$ cat config.mk
export PLATFORM = sky130hd
export DESIGN_NAME = music_seq_player
export DESIGN_NICKNAME = d
export VERILOG_FILES = /design/src/rtl/music_seq_player.sv
export SDC_FILE = /design/constraint.sdc
export NUM_CORES = 1
export LEC_CHECK = 0
export BUFFER_PORTS_ARGS = -buffer_cell sky130_fd_sc_hd__buf_2
export CAP_MARGIN = 40
export CELL_PAD_IN_SITES_DETAIL_PLACEMENT = 0
export CELL_PAD_IN_SITES_GLOBAL_PLACEMENT = 1
export CORE_MARGIN = 2
export CORE_UTILIZATION = 51
export CTS_CLUSTER_SIZE = 8
export DETAILED_ROUTE_END_ITERATION = 10
export GPL_TIMING_DRIVEN = 0
export PLACE_DENSITY = 0.87
export REMOVE_ABC_BUFFERS = 1
export SKIP_CTS_REPAIR_TIMING = 1
export SYNTH_ARGS = -nofsm -noshare
export SYNTH_HDL_FRONTEND = slang
export SYNTH_SLANG_ARGS = --single-unit
$ cat constraint.sdc
create_clock -name sys_clk -period 3.7 [get_ports sys_clk]
set_input_delay 0.185 -clock sys_clk [delete_from_list [all_inputs] [get_ports sys_clk]]
set_output_delay 0.185 -clock sys_clk [all_outputs]
set_load 0.01 [all_outputs]
$ cat src/rtl/music_seq_player.sv
// UART-loaded note sequencer: stores {tone,dur} bytes in an on-chip buffer and
// plays them back with millisecond timing; a direct mode drives the tone per byte.
module music_seq_player #(
    parameter int CLK_FREQ = 50_000_000,
    parameter int DEPTH    = 128,
    parameter int TONE_W   = 5,
    localparam int AW      = $clog2(DEPTH)
) (
    input  logic              sys_clk,
    input  logic              sys_rst,
    input  logic [1:0]        mode,
    input  logic              loop_en,
    input  logic              uart_done,
    input  logic [7:0]        uart_recv_data,
    output logic [TONE_W-1:0] music_tone,
    output logic [AW:0]       note_count,
    output logic [AW-1:0]     note_idx,
    output logic              busy,
    output logic              overflow,
    output logic              song_end
);
    localparam int TICK = CLK_FREQ / 1000;
    localparam int TW   = (TICK > 1) ? $clog2(TICK) : 1;
    localparam logic [TW-1:0] TICK_LAST = TW'(TICK - 1);
    localparam logic [AW:0]   FULL_CNT  = (AW + 1)'(DEPTH);

    typedef enum logic [2:0] {
        S_IDLE, S_DIRECT, S_LOAD, S_FETCH, S_START, S_HOLD, S_DONE
    } state_t;

    state_t            r_state;
    logic [TONE_W-1:0] r_tone;
    logic [AW:0]       r_note_count;
    logic [AW-1:0]     r_note_idx;
    logic              r_busy;
    logic              r_overflow;
    logic              r_song_end;
    logic              r_d0;
    logic              r_d1;
    logic [TW-1:0]     r_tick;
    logic [11:0]       r_dur;
    logic [7:0]        r_rd_data;
    logic [7:0]        r_buf [DEPTH];

    logic w_rx;
    logic w_full;
    logic w_wr_en;
    logic w_in_play;
    logic w_start_end;
    logic w_hold_done;
    logic w_hold_end;
    logic w_seq_end;

    function automatic logic [11:0] dur_ms(input logic [2:0] code);
        case (code)
            3'd1:    dur_ms = 12'd200;
            3'd2:    dur_ms = 12'd500;
            3'd3:    dur_ms = 12'd1000;
            3'd4:    dur_ms = 12'd2000;
            3'd5:    dur_ms = 12'd4000;
            3'd6:    dur_ms = 12'd100;
            3'd7:    dur_ms = 12'd3000;
            default: dur_ms = 12'd0;
        endcase
    endfunction

    // uart_done is a strobe with data held stable >=2 cycles after its rise;
    // only the rising edge counts as a received byte.
    assign w_rx      = r_d0 & ~r_d1;
    assign w_full    = (r_note_count == FULL_CNT);
    assign w_wr_en   = (mode == 2'd2) && (r_state == S_LOAD) && w_rx && !w_full;
    assign w_in_play = (r_state == S_FETCH) || (r_state == S_START) ||
                       (r_state == S_HOLD)  || (r_state == S_DONE);

    assign w_start_end = (r_state == S_START) &&
                         ((r_rd_data[2:0] == 3'd0) || ({1'b0, r_note_idx} >= r_note_count));
    assign w_hold_done = (r_state == S_HOLD) && (r_tick == TICK_LAST) && (r_dur == 12'd0);
    assign w_hold_end  = w_hold_done && ({1'b0, r_note_idx} == r_note_count - 1'b1);
    assign w_seq_end   = w_start_end || w_hold_end;

    always_ff @(posedge sys_clk or posedge sys_rst) begin
        if (sys_rst) begin
            r_d0 <= 1'b0;
            r_d1 <= 1'b0;
        end else begin
            r_d0 <= uart_done;
            r_d1 <= r_d0;
        end
    end

    always_ff @(posedge sys_clk) begin
        if (w_wr_en)
            r_buf[r_note_count[AW-1:0]] <= uart_recv_data;
        r_rd_data <= r_buf[r_note_idx];
    end

    always_ff @(posedge sys_clk or posedge sys_rst) begin
        if (sys_rst) begin
            r_state      <= S_IDLE;
            r_tone       <= '0;
            r_note_count <= '0;
            r_note_idx   <= '0;
            r_busy       <= 1'b0;
            r_overflow   <= 1'b0;
            r_song_end   <= 1'b0;
            r_tick       <= '0;
            r_dur        <= '0;
        end else begin
            r_song_end <= 1'b0;
            case (mode)
                2'd0: begin
                    r_state <= S_IDLE;
                    r_tone  <= '0;
                    r_busy  <= 1'b0;
                end
                2'd1: begin
                    r_state <= S_DIRECT;
                    r_busy  <= 1'b0;
                    if (r_state == S_DIRECT && w_rx)
                        r_tone <= uart_recv_data[7 -: TONE_W];
                end
                2'd2: begin
                    r_busy <= 1'b0;
                    r_tone <= '0;
                    if (r_state != S_LOAD) begin
                        r_state      <= S_LOAD;
                        r_note_count <= '0;
                        r_overflow   <= 1'b0;
                    end else if (w_rx) begin
                        if (w_full)
                            r_overflow <= 1'b1;
                        else
                            r_note_count <= r_note_count + 1'b1;
                    end
                end
                default: begin
                    if (!w_in_play) begin
                        r_state    <= S_FETCH;
                        r_note_idx <= '0;
                        r_busy     <= 1'b1;
                    end else if (w_seq_end) begin
                        if (loop_en) begin
                            r_note_idx <= '0;
                            r_state    <= S_FETCH;
                        end else begin
                            r_song_end <= 1'b1;
                            r_tone     <= '0;
                            r_busy     <= 1'b0;
                            r_state    <= S_DONE;
                        end
                    end else begin
                        case (r_state)
                            S_FETCH: r_state <= S_START;
                            S_START: begin
                                r_tone  <= r_rd_data[7 -: TONE_W];
                                r_dur   <= dur_ms(r_rd_data[2:0]) - 12'd1;
                                r_tick  <= '0;
                                r_state <= S_HOLD;
                            end
                            S_HOLD: begin
                                if (r_tick == TICK_LAST) begin
                                    r_tick <= '0;
                                    if (r_dur == 12'd0) begin
                                        r_note_idx <= r_note_idx + 1'b1;
                                        r_state    <= S_FETCH;
                                    end else begin
                                        r_dur <= r_dur - 12'd1;
                                    end
                                end else begin
                                    r_tick <= r_tick + 1'b1;
                                end
                            end
                            default: r_state <= r_state;
                        endcase
                    end
                end
            endcase
        end
    end

    assign music_tone = r_tone;
    assign note_count = r_note_count;
    assign note_idx   = r_note_idx;
    assign busy       = r_busy;
    assign overflow   = r_overflow;
    assign song_end   = r_song_end;
endmodule

After elaboration in Yosys (flattened, before gate mapping)
Memories as Yosys holds them, arrays and structs flattened. A register that Yosys moved wholly into a read port is not among the register bits.
Index checks and enable logic that the tools add are counted.
{"block": "totals", "ff_bits": 56, "latchBits": 0, "ramBits": 1024, "mem_bits_ro": 0, "inputBits": 14, "word_cells": 135, "mem_count": 1}
{"memory": "r_buf", "words": 128, "width": 8, "read_ports": 1, "rd_clocked_by_memory_dff": 1, "wr": 1, "line_no": "43", "rtl": "logic [7:0] r_buf [DEPTH];"}
{"block": "op_classes", "add_sub_neg": 6, "n_mul": 0, "div": 0, "n_lt_le_gt_ge": 1, "eq_ne": 34, "shifts": 0, "muxes": 46, "n_bitwise": 4, "n_reduce_logical": 32}
{"operator": "$pmux W12 S7", "count": 1}
{"operator": "$mux W12", "count": 6}
{"operator": "$mux W7", "count": 6}
{"operator": "$pmux W16 S2", "count": 1}
{"operator": "$mux W5", "count": 5}
{"operator": "$mux W8", "count": 3}
{"operator": "$pmux W12 S2", "count": 1}
{"operator": "$sub A12 B1 Y12 const B", "count": 2}
{"operator": "$eq A3 B3 Y1 const B", "count": 7}
{"operator": "$mux W3", "count": 6}
{"operator": "$pmux W3 S3", "count": 2}
{"operator": "$add A16 B1 Y16 const B", "count": 1}
{"operator": "$eq A16 B16 Y1 const B", "count": 1}
{"operator": "$mux W16", "count": 1}
{"operator": "$ne A7 B4 Y1 const B", "count": 2}
{"operator": "$mux W1", "count": 13}
{"operator": "$eq A3 B2 Y1 const B", "count": 4}
{"operator": "$logic_not A12 Y1", "count": 1}
{"operator": "$reduce_and A4 Y1", "count": 3}
{"operator": "$pmux W5 S2", "count": 1}
{"operator": "$ne A3 B1 Y1 const B", "count": 3}
{"operator": "$add A8 B1 Y8 const B", "count": 1}
{"operator": "$eq A7 B8 Y1", "count": 1}
{"operator": "$eq A8 B8 Y1 const B", "count": 1}
{"operator": "other kinds (28)", "count": 50}

Logic depth before layout (Yosys ltp)
{"block": "logic_depth", "word_depth": 10, "ltp_mapped": 14}

Worst setup path before layout
Ideal clock, no wire load.
{"block": "synth_timing", "kind": "register to register", "start": "register r_note_idx[0], in the netlist note_idx[0]", "end": "register r_tick[10]", "t_arrival_ns": 3.540, "required_time_ns": 3.605, "setup_slack_ns": 0.065, "path_stages_with_launch": 15, "path_buffers": 6, "period_less_slack_ns": 3.635, "path_cell_list": "dfrtp_1 -> buf_2 -> buf_2 -> buf_2 -> buf_1 -> inv_1 -> ha_1 -> nor2b_1 -> o21ai_0 -> a41oi_1 -> o21ai_1 -> or2_2 -> clkbuf_1 -> clkbuf_1 -> o31ai_1"}
{"block": "synth_via", "elab_chain_len": 6, "word_cells_on_any_way": 8, "cone_classes": "1 x order compare; 1 x eq/ne; 1 x bitwise; 5 x reduce/logical"}
{"element": "start, declared", "line_no": "34", "rtl": "logic [AW-1:0] r_note_idx;"}
{"element": "start signal, assigned", "line_no": "164", "rtl": "r_note_idx <= r_note_idx + 1'b1;"}
{"element": "$ge A7 B8 Y1", "line_no": "76", "rtl": "((r_rd_data[2:0] == 3'd0) || ({1'b0, r_note_idx} >= r_note_count));"}
{"element": "$logic_or A1 B1 Y1", "line_no": "76"}
{"element": "$logic_and A1 B1 Y1", "line_no": "75", "rtl": "assign w_start_end = (r_state == S_START) &&"}
{"element": "$logic_or A1 B1 Y1 (*)", "line_no": "79", "rtl": "assign w_seq_end = w_start_end || w_hold_end;"}
{"element": "$not A1 Y1 (no line) (*)"}
{"element": "$reduce_and A4 Y1 (no line) (*)"}
{"element": "end signal, assigned", "line_no": "170", "rtl": "r_tick <= r_tick + 1'b1;"}
{"element": "end, declared", "line_no": "40", "rtl": "logic [TW-1:0] r_tick;"}
Every way passes the cells marked *; elsewhere a longest branch is shown, timed or not.
A chain may end at the register's enable or synchronous reset.

==> impl_metrics.ini <==
[place]
portBuffers = 36
dp_worst_setup_slack_ps = -559
placed_area_um2 = 45700
dp.cells = 3218
gp_congestion = 0.858
dp_hpwl_mm = 59.7

[setup_path]
path_cells = buf_16 -> buf_16 -> buf_12 -> buf_16 -> mux4_2 -> mux4_2 -> mux4_2 -> o21a_1
crit_type = reg2reg
critPathMaxStageDelay_ps = 580
crit_path_end_kind = register
crit_path_start_kind = register
arrival_ps = 4170
crit_slowest_cell = mux4_2
path_delay_family = multiplexers
reg2reg_from = note_idx[1]$_DFFE_PP0P_
rrSetupSlack_ps = 130
crit_buf_inv = 4
worstPathMaxFanout = 58
critPathLaunch = note_idx[1]$_DFFE_PP0P_
required_ps = 4300

[min_path]
hold_class = in2reg
holdCritStartpoint = uart_recv_data[3]

[sta]
max_slew_margin_pct = 37.7
fin_skew_ps = 24.0
fin_setup_tns_ps = 0
fin_ws_ps = 133
slew_violations = 0
hold_viol_final = 4
min_period_ps = 3570
fin_crit_sh_pct = 96.4
worst-slew-pin-transition_ps = 934
setup_violations = 0
hold_ws_ps = -5.10
fmax_mhz = 280
rsz0062_at_grt = no

[clock_network]
insertion_delay_ps = 730
numCtsBuffers = 153
clkSinkCount = 1088
cts_tree = built
root_buffer = clkbuf_16
cts_buffer_depth = 3
path_clk_slew_ps = 50
cts_max_level = 4

[die]
core_um2 = 85000
row_count = 107
ios = 37
die_h_um = 297
die_x_um = 297
start_util_pct = 51.4
dieArea_um2 = 88100

[yosys]
synth_top_area_share_pct = 70.3
ys_seq_area_share_pct = 73.9
syn_avg_cell_area_um2 = 20.6
synthArstFlopShare_pct = 5.15
yosys.cell_types.count = 77
synth_area_leaders = edfxtp_1 (70%), mux4_2 (17%), dfrtp_1 (3.2%)
ys.flop_type = edfxtp_1
synth_commonest_cells = edfxtp_1 (1024), mux4_2 (328), nor2_1 (175), clkbuf_1 (70), dfrtp_1 (56)
syn_inst = 2123
syn_area_um2 = 43700
synth_most_common_cell = edfxtp_1
synth_edf_count = 1024
yosysWarnings = 0
ys_ff_latch = 1088
synth_top_area_cell = edfxtp_1

[drt]
vias = 22200
drc = 0
drt_iter0_markers = 2697
routed_wl_mm = 103
avgRoutedWirePerCell_um = 29.9
ant_nets = 0
first_pass_iters = 6
viasPerCell = 6.45

[grt]
grt_use_total_pct = 23.4
grt_pass1_wl_mm = 153
grt_max_degree = 97
gr-total-overflow = 0
grt_pass1_vias = 22800
antenna_found_initial = 0

[finish]
drive_gt1_share_pct = 29.3
regArea_um2 = 32300
finalInstanceArea_um2 = 50400
fin_nets = 2281
num_antenna_cells = 0
layoutNonFillerInstCount = 3444
fillers = 5710
syn_to_final_growth_pct = 15.2
multi_input_area_um2 = 11000

[pwr]
leakagePower_nw = 15.4
ir_drop_mv = 0.426
pwr_density_cell_nw_per_um2 = 527

[outcome]
status = finished, violations left
violations = hold timing

[flow_run]
maxCapViolations = 0
state kept, by name, indices dropped and copies added, names as in the netlist, 3 cells and up:
| signal | cells |
|---|---|
| note_count | 8 |
| note_idx | 7 |
| r_dur | 12 |
| r_tick | 16 |
| r_rd_data | 8 |
| r_buf | 1024 |
| music_tone | 5 |
| r_state | 3 |
metrics by stage:
stage / hold slack [ps] / power, mW / utilization, %
2_1_floorplan: 216 / 13.9 / -
3_3_place_gp: 322 / 14.2 / 52.7
3_5_place_dp: 327 / 14.2 / 53.8
4_1_cts: -446 / 26.7 / 58.7
5_1_grt: 3.09 / 27.2 / 59.3
6_report: -5.10 / 26.6 / 59.3
logic make-up after synthesis:
family / count (synthesis) / share of synthesized area, %
flops: 1088 / 73.9
simple gates: 358 / 3.86
mux: 356 / 17.6
buf+inv: 148 / 1.38
compound gates: 144 / 2.60
xor+xnor: 16 / 0.352
fa+ha+maj: 13 / 0.372
per-layer routing:
metal	GRT usage, %	routed length (µm)	vias up
met4	7.47	2290	0
met3	5.18	8950	159
li1	-	-	9101
met5	0	0	-
met1	32.2	40000	11800
met2	37.6	51800	1204
area by class of cell:
cell class / instances / area share [%]
flip-flops and latches: 1088 / 64.2
clock buffers: 190 / 8.04
clock inverters: 11 / 0.385
inverters: 24 / 0.179
multi-input cells: 888 / 21.8
well taps: 1144 / 2.84
repair buffers: 99 / 2.57
cell usage in the layout, fill, tap and decap left out, types with 22 or more instances in the layout:
cell type and count:
edfxtp_1 1024, mux4_2 328, clkbuf_16 158, nor2_1 132, nand2_1 54, dfrtp_1 46, nor2_2 40, clkbuf_1 33
o31ai_1 32, buf_2 29, nand3_1 22
worst paths after layout:
path | end | cells past startpoint
max | r_rd_data[2]$_DFF_P_ | 8
min | r_buf[79][3]$_DFFE_PP_ | 1
max reg2reg | r_rd_data[2]$_DFF_P_ | 8
min reg2reg | r_d1$_DFF_PP0_ | 0
max in group asynchronous | r_dur[6]$_DFFE_PP0P_ | 4
min in group asynchronous | note_idx[0]$_DFFE_PP0P_ | 3
power breakdown:
| group | switching [mW] | leakage, nW | internal, mW |
|---|---|---|---|
| Clock | 4.95 | 2.06 | 7.60 |
| Combinational | 0.309 | 3.38 | 0.118 |
| Sequential | 0.0473 | 10.0 | 13.5 |
(Power assumes the default switching activity.)
